File: src/rtl/des_key_schedule.sv
// Sequential DES round-key generator: PC-1 on load, one C/D rotation per round, PC-2 out.
// Optional key parity flag built only when DES_KEY_SCHED_PARITY_CHECK_EN is defined.
module des_key_schedule (
  input  logic        i_clk,
  input  logic        i_rst_n,
  input  logic        i_start,
  input  logic [63:0] i_key,
  input  logic        i_decrypt,
  input  logic        i_advance,
  output logic [47:0] o_subkey,
  output logic [3:0]  o_round,
  output logic        o_valid,
  output logic        o_busy,
  output logic        o_done,
  output logic        o_parity_err
);

  localparam logic [0:0] IDLE   = 1'b0;
  localparam logic [0:0] ACTIVE = 1'b1;

  // Tables hold DES bit numbers; DES bit 1 is the MSB of the source vector.
  localparam int PC1_TAB [56] = '{
    57, 49, 41, 33, 25, 17,  9,  1, 58, 50, 42, 34, 26, 18,
    10,  2, 59, 51, 43, 35, 27, 19, 11,  3, 60, 52, 44, 36,
    63, 55, 47, 39, 31, 23, 15,  7, 62, 54, 46, 38, 30, 22,
    14,  6, 61, 53, 45, 37, 29, 21, 13,  5, 28, 20, 12,  4};

  localparam int PC2_TAB [48] = '{
    14, 17, 11, 24,  1,  5,  3, 28, 15,  6, 21, 10,
    23, 19, 12,  4, 26,  8, 16,  7, 27, 20, 13,  2,
    41, 52, 31, 37, 47, 55, 30, 40, 51, 45, 33, 48,
    44, 49, 39, 56, 34, 53, 46, 42, 50, 36, 29, 32};

  logic [0:0]  state_reg;
  logic [27:0] c_reg, d_reg;
  logic [3:0]  round_reg;
  logic        dec_reg;
  logic        done_reg;
  logic [55:0] pc1_cd;
  logic [55:0] cd;
  logic [47:0] pc2_key;
  logic [4:0]  key_num;
  logic        shift_one;
  logic        start_ok;

  assign cd       = {c_reg, d_reg};
  assign start_ok = (state_reg == IDLE) && i_start;

  genvar gi;
  generate
    for (gi = 0; gi < 56; gi++) begin : g_pc1
      assign pc1_cd[55-gi] = i_key[64-PC1_TAB[gi]];
    end
    for (gi = 0; gi < 48; gi++) begin : g_pc2
      assign pc2_key[47-gi] = cd[56-PC2_TAB[gi]];
    end
  endgenerate

  // Encrypt steps toward the next key number; decrypt undoes the current one's shift.
  assign key_num   = dec_reg ? (5'd16 - {1'b0, round_reg}) : ({1'b0, round_reg} + 5'd2);
  assign shift_one = (key_num == 5'd1) || (key_num == 5'd2) ||
                     (key_num == 5'd9) || (key_num == 5'd16);

  function automatic logic [27:0] rotl(input logic [27:0] x, input logic one);
    return one ? {x[26:0], x[27]} : {x[25:0], x[27:26]};
  endfunction

  function automatic logic [27:0] rotr(input logic [27:0] x, input logic one);
    return one ? {x[0], x[27:1]} : {x[1:0], x[27:2]};
  endfunction

  always_ff @(posedge i_clk or negedge i_rst_n) begin
    if (!i_rst_n) begin
      state_reg <= IDLE;
      c_reg     <= '0;
      d_reg     <= '0;
      round_reg <= '0;
      dec_reg   <= 1'b0;
      done_reg  <= 1'b0;
    end else begin
      done_reg <= 1'b0;
      case (state_reg)
        IDLE: begin
          if (i_start) begin
            state_reg <= ACTIVE;
            round_reg <= '0;
            dec_reg   <= i_decrypt;
            if (i_decrypt) begin
              c_reg <= pc1_cd[55:28];
              d_reg <= pc1_cd[27:0];
            end else begin
              c_reg <= rotl(pc1_cd[55:28], 1'b1);
              d_reg <= rotl(pc1_cd[27:0], 1'b1);
            end
          end
        end
        default: begin
          if (i_advance) begin
            if (round_reg == 4'd15) begin
              state_reg <= IDLE;
              round_reg <= '0;
              done_reg  <= 1'b1;
            end else begin
              round_reg <= round_reg + 4'd1;
              if (dec_reg) begin
                c_reg <= rotr(c_reg, shift_one);
                d_reg <= rotr(d_reg, shift_one);
              end else begin
                c_reg <= rotl(c_reg, shift_one);
                d_reg <= rotl(d_reg, shift_one);
              end
            end
          end
        end
      endcase
    end
  end

  assign o_valid  = (state_reg == ACTIVE);
  assign o_busy   = (state_reg == ACTIVE);
  assign o_round  = round_reg;
  assign o_done   = done_reg;
  assign o_subkey = o_valid ? pc2_key : 48'h0;

`ifdef DES_KEY_SCHED_PARITY_CHECK_EN
  logic [7:0] byte_even;
  logic       parity_reg;

  generate
    for (gi = 0; gi < 8; gi++) begin : g_par
      assign byte_even[gi] = ~^i_key[8*gi +: 8];
    end
  endgenerate

  always_ff @(posedge i_clk or negedge i_rst_n) begin
    if (!i_rst_n)
      parity_reg <= 1'b0;
    else if (start_ok)
      parity_reg <= |byte_even;
  end

  assign o_parity_err = parity_reg;
`else
  // Parity bits and the accept strobe have no consumer in this build.
  logic unused_parity;
  assign unused_parity = ^{i_key[56], i_key[48], i_key[40], i_key[32],
                           i_key[24], i_key[16], i_key[8], i_key[0], start_ok};
  assign o_parity_err  = 1'b0;
`endif

endmodule

File: config.mk
export PLATFORM = sky130hd
export DESIGN_NAME = des_key_schedule
export DESIGN_NICKNAME = d
export VERILOG_FILES = /design/src/rtl/des_key_schedule.sv
export SDC_FILE = /design/constraint.sdc
export NUM_CORES = 1
export LEC_CHECK = 0
export CORE_MARGIN = 2
export CORE_UTILIZATION = 59
export DETAILED_ROUTE_END_ITERATION = 10
export DONT_BUFFER_PORTS = 1
export PLACE_DENSITY = 0.79
export SYNTH_ARGS = -nofsm -noshare
export SYNTH_HDL_FRONTEND = slang
export SYNTH_SLANG_ARGS = --single-unit
File: constraint.sdc
create_clock -name i_clk -period 2.1 [get_ports i_clk]
set_input_delay 0.42 -clock i_clk [delete_from_list [all_inputs] [get_ports i_clk]]
set_output_delay 0.42 -clock i_clk [all_outputs]
set_load 0.005 [all_outputs]
After elaboration in Yosys (flattened, before gate mapping). Cells that the tools add are included.

Register bits: 63. Input bits: 69. Output and inout bits: 56. Logic and storage cells: 53.

$add $sub $neg: 3. Eq/ne operators: 7. Mux-type cells: 29. Bitwise gates (word level): 1. Reduce and logical (&&, ||, !) cells: 7.

Operators with widths (count): $mux 28 (16); $mux 48 (1); $mux 4 (4); $mux 1 (7); $add 4x2->5 const B (1); $eq 5x1->1 const B (1); $eq 5x2->1 const B (1); $eq 5x4->1 const B (1); $eq 5x5->1 const B (1); $mux 5 (1); $sub 5x4->5 const A (1); $add 4x1->4 const B (1); $eq 4x4->1 const B (1); $ne 2x2->1 const B (2); $reduce_and 2->1 (2); $logic_or 1x1->1 (3); $reduce_and 3->1 (1); $reduce_bool 2->1 (1); $not 1->1 (1).

Logic depth before layout (Yosys ltp).
Depth in word-level cells: 11. Mapped depth: 10. Gate-level depth less buffers: 7.

Worst setup path before layout. Ideal clock, no wire load.

Path type: register -> register. From: register round_reg[0], in the netlist o_round[0]. To: register d_reg[23]. Setup time: 0.094 ns. Arrival: 2.032 ns. Required time: 2.006 ns. Path slack: -0.026 ns. Cell stages (with the launch flop): 10. Buffers on the path: 2. Clock period less this slack: 2.126 ns. Cells stage by stage: dfrtp_1 -> inv_1 -> ha_1 -> and4bb_1 -> and2_1 -> buf_6 -> buf_6 -> nor4_2 -> a31oi_1 -> a221oi_2.

Cells in the longest elaborated chain, start to end: 11. Elaborated cells between the ends (all ways): 19. Those cells by class: add/sub: 2; eq/ne: 6; mux: 7; reduce/logical: 4.

Ends and longest elaborated chain: from (decl) (RTL line 36) `logic [3:0] round_reg;`; from (signal assigned) (RTL line 104) `round_reg <= round_reg + 4'd1;`; $sub 5x4->5 or $add 4x2->5 (tied branches) (RTL line 60) `assign key_num = dec_reg ? (5'd16 - {1'b0, round_reg}) : ({1'b0, round_reg} + 5'd2);`; $mux 5 (RTL line 60); $eq 5x1->1 or $eq 5x2->1 (tied branches) (RTL line 61) `assign shift_one = (key_num == 5'd1) || (key_num == 5'd2) ||`; $logic_or 1x1->1 (2 in series) (RTL line 61); $logic_or 1x1->1 (RTL line 62) `(key_num == 5'd9) || (key_num == 5'd16);`; $mux 28 (on tied branches) (RTL line 65, 69); $mux 28 (RTL line 105) `if (dec_reg) begin`; $mux 28 (RTL line 99) `if (round_reg == 4'd15) begin`; $mux 28 (RTL line 98) `if (i_advance) begin`; $mux 28 (RTL line 82) `case (state_reg)`; to (signal assigned) (RTL line 90) `d_reg <= pc1_cd[27:0];`; to (signal assigned) (RTL line 107) `d_reg <= rotr(d_reg, shift_one);`; to (signal assigned) (RTL line 110) `d_reg <= rotl(d_reg, shift_one);`; to (decl) (RTL line 35) `logic [27:0] c_reg, d_reg;`.

Parallel ways exist; a longest one is shown, timed or not. The select of a mux whose other input is x is not followed. A chain may end at the register's enable or synchronous reset.

Worst setup path in the final report.
From: register round_reg[1], in the netlist o_round[1]. To: register d_reg[9].

The elaborated chain is that of the path after synthesis.

==> impl_results.md <==
- Max-slew headroom: 0.662
- FP Rows: 37
- Skew final: between 0.01 and 0.015 ns
- Crit Path Category: register to register
- Layout cells sized above 1: 0.208
- Final hold vios: 0
- Syn Inst Count: 771
- Clk buf depth: 2
- H-tree lvl count: 3
- Final WL: between 20,000 and 25,000 um
- Max cap viols: 0
- Port Buffers: 0
- R2r setup slk: -0.11 ns
- Syn_area_per_cell: 8.00 um^2
- Synth Area in Compound Gates: 0.265
- DR vias/cell: 7.29
- Die Y: about 110 um
- Detailed placer's ending HPWL: ~12,000 um
- DR vias: around 6,600
- Req. time, crit path: 2.33 ns
- Min Clock Period, post-route: 2.21 ns
- Yosys cell types: 48
- WHS: 0.197 ns
- CP Capture Type: register
- Crit path DAT: 2.44 ns
- Sw Ratio: 0.499
- Initial Util: 0.603
- Drt initial violations: 737
- Placed Cells: 871
- Fmax: roughly 450 MHz
- Setup violators final: 10
- All-Layer GR Usage: 0.333
- DRT Pass-1 Iters: 6
- CORE AREA: 10,200 um^2
- Status: complete, but fails checks
- Register area share after synthesis: 0.256
- Simple-Gate Fraction of Synth Area: 0.262
- Seq cells post-synth: 63
- Routed wire per std cell: 23.1 um
- Crit path max fanout: 12
- Seq pwr share: 0.215
- RSZ-0062 raised after global routing: true
- Sw power: between 6 and 7 mW
- Clock Power Share: 0.082
- Crit path from: o_round[1]
- Worst setup margin: -0.108 ns
- Overall die area: 11,300 um^2
- Yosys warns: 0
- Post-synth EDFFs: 0
- Final net count: ~830
- Top post-synthesis cells by area: dfrtp_1 (26%), mux2i_1 (11%), a31oi_1 (6.8%)
- Combinational share of power: 0.703
- Dominant synthesized flop cell: dfrtp_1
- Int Pwr: between 6 and 7 mW
- Largest area contributor in the netlist: dfrtp_1
- HP Class: input port to register
- Power Density: about 1700 nW/um^2
- Mapped Nets: around 840
- CP startpoint kind: register
- Final antenna-violating net count: 0
- Power, Total: 12.5 mW
- Reg2Reg Launch Point: o_round[1]
- Synth Area in Adders: 0.00812
- Lkg Pwr: 2.85 nW
- Mux share of post-synthesis cell area: 0.120
- Final Wtd Congestion: slightly above 0.9
- Synth-to-Final Area Change: 19.3%
- Non-filler cells, final: 899
- Grt ovf: 0
- Clock sinks: 63
- Num ports: 125
- Tightest Pin Transition: 0.506 ns
- Mapped Area: ~6200 um^2
- Antenna violations before repair: 0
- CTS buffer count: 9
- Clk_lat worst skew: around 0.37 ns
- Final Cell Area: 7360 um^2
- First-pass GRT wire length: 30,200 um
- Largest net degree at the start of global routing: 66
- ANT cells: 0
- Hold Crit Start: i_start
- CTS tree: yes
- Fin crit share: 1.05
- Share of the synthesized area in the top cell type: 0.256
- Synth Area in XOR/XNOR: 0.00426
- Failing checks: setup timing
- Clock transition at path regs: 0.08 ns
- Ys async rst share: 1.00
- Clk root buf: clkbuf_8
- Die Span X: 106 um
- Vias in the first global route: 6,067
- Peak VDD IR: around 0.83 mV
- Placed Area: 6450 um^2
- Placement Setup Slack: -0.197 ns
- Largest family of logic cells by synthesized area: compound AO/OA/AOI/OAI gates
- DRC: 0
- Fin. max-slew vios: 0
## cell type report
class | instances | area [um^2]
clock buffer | 12 | 165
clock inverter | 3 | 17.5
fill | 752 | 2870
inverter | 26 | 100
multi-input combinational | 590 | 4520
sequential | 63 | 1580
tap | 136 | 170
timing repair buffer | 69 | 797
## path summary, 6_finish.rpt
check                           depth (start not counted)  endpoint
worst max-delay path                                    8  d_reg[9]
worst min-delay path                                    2    o_busy
worst max register to register                          8  d_reg[9]
worst min register to register                          2  c_reg[6]
max in group asynchronous                               2   dec_reg
min in group asynchronous                               2  d_reg[5]
## power by group through the flow
| stage | Sequential [mW] | Clock [mW] | Combinational [mW] |
|---|---|---|---|
| after floorplan | 2.27 | 0 | 5.11 |
| final | 2.69 | 1.03 | 8.79 |
| after global routing | 2.78 | 1.08 | 9.32 |
| after CTS | 2.60 | 1.03 | 7.11 |
| after detailed placement | 2.61 | 0 | 6.74 |
| after global placement | 2.59 | 0 | 6.54 |
## through the flow
| step | utilization | setup TNS, ns |
|---|---|---|
| after floorplan | - | 0 |
| after global placement | 0.631 | -0.334 |
| after detailed placement | 0.631 | -1.61 |
| after CTS | 0.664 | -0.176 |
| after global routing | 0.719 | -3.46 |
| final | 0.719 | -0.311 |
## layer usage
layer / global-route usage / share of wire
met1: 0.438 / 0.38
met3: 0.0503 / 0.11
met5: 0 / 0
met4: 0.150 / 0.039
met2: 0.541 / 0.46
## cells by family (layout without fill, tap and decap cells)
family,after synthesis,count (layout)
simple gates,266,266
compound gates,243,243
buf+inv,118,110
mux,73,73
flops,63,63
fa+ha+maj,4,4
xor+xnor,3,3
other cells,1,1
## timing repair
item	in CTS	in global routing
gates resized for setup	27	86
endpoints found under the hold margin	63	0
pin swaps	2	30
hold buffers	2	0
setup buffers	1	3
endpoints found under the setup margin	39	56
cloned	1	7
## placed cells by master, fill, tap and decap left out, types with 18 or more instances in the layout
master / instances
and2_1: 57
nor2b_1: 43
nor2_1: 21
nand3_1: 18
nand3b_1: 48
nand2_1: 35
mux2i_1: 68
a31oi_1: 65
inv_1: 24
o21ai_0: 58
dfrtp_1: 60
buf_4: 39
## worst max-delay path: stages (launching register included)
cell and delay [ns]:
dfrtp_1 0.41, buf_6 0.14, ha_4 0.16, xnor2_2 0.20, nand3_4 0.15, a21o_4 0.32
clkbuf_16 0.20, a311oi_1 0.35, a31oi_1 0.14
## cell usage after synthesis, types with 3 or more instances
| master | n |
|---|---|
| o31a_1 | 8 |
| and2_1 | 58 |
| o21ai_0 | 60 |
| a211oi_1 | 16 |
| a32oi_1 | 9 |
| inv_1 | 26 |
| clkbuf_1 | 62 |
| nand2_1 | 36 |
| a221oi_2 | 4 |
| a311oi_1 | 12 |
| nor2_1 | 21 |
| a21oi_1 | 18 |
| buf_2 | 19 |
| mux2_2 | 5 |
| a221oi_1 | 12 |
| nor4_1 | 20 |
| buf_4 | 6 |
| mux2i_1 | 68 |
| a31oi_1 | 67 |
| nand3b_1 | 48 |
| ha_1 | 4 |
| and4_1 | 6 |
| o21ai_1 | 9 |
| a2111oi_0 | 18 |
| a21o_1 | 3 |
| nor2b_1 | 43 |
| dfrtp_1 | 63 |
| buf_6 | 5 |
| nand3_1 | 21 |
No activity file was read; power rests on OpenSTA's default activity.
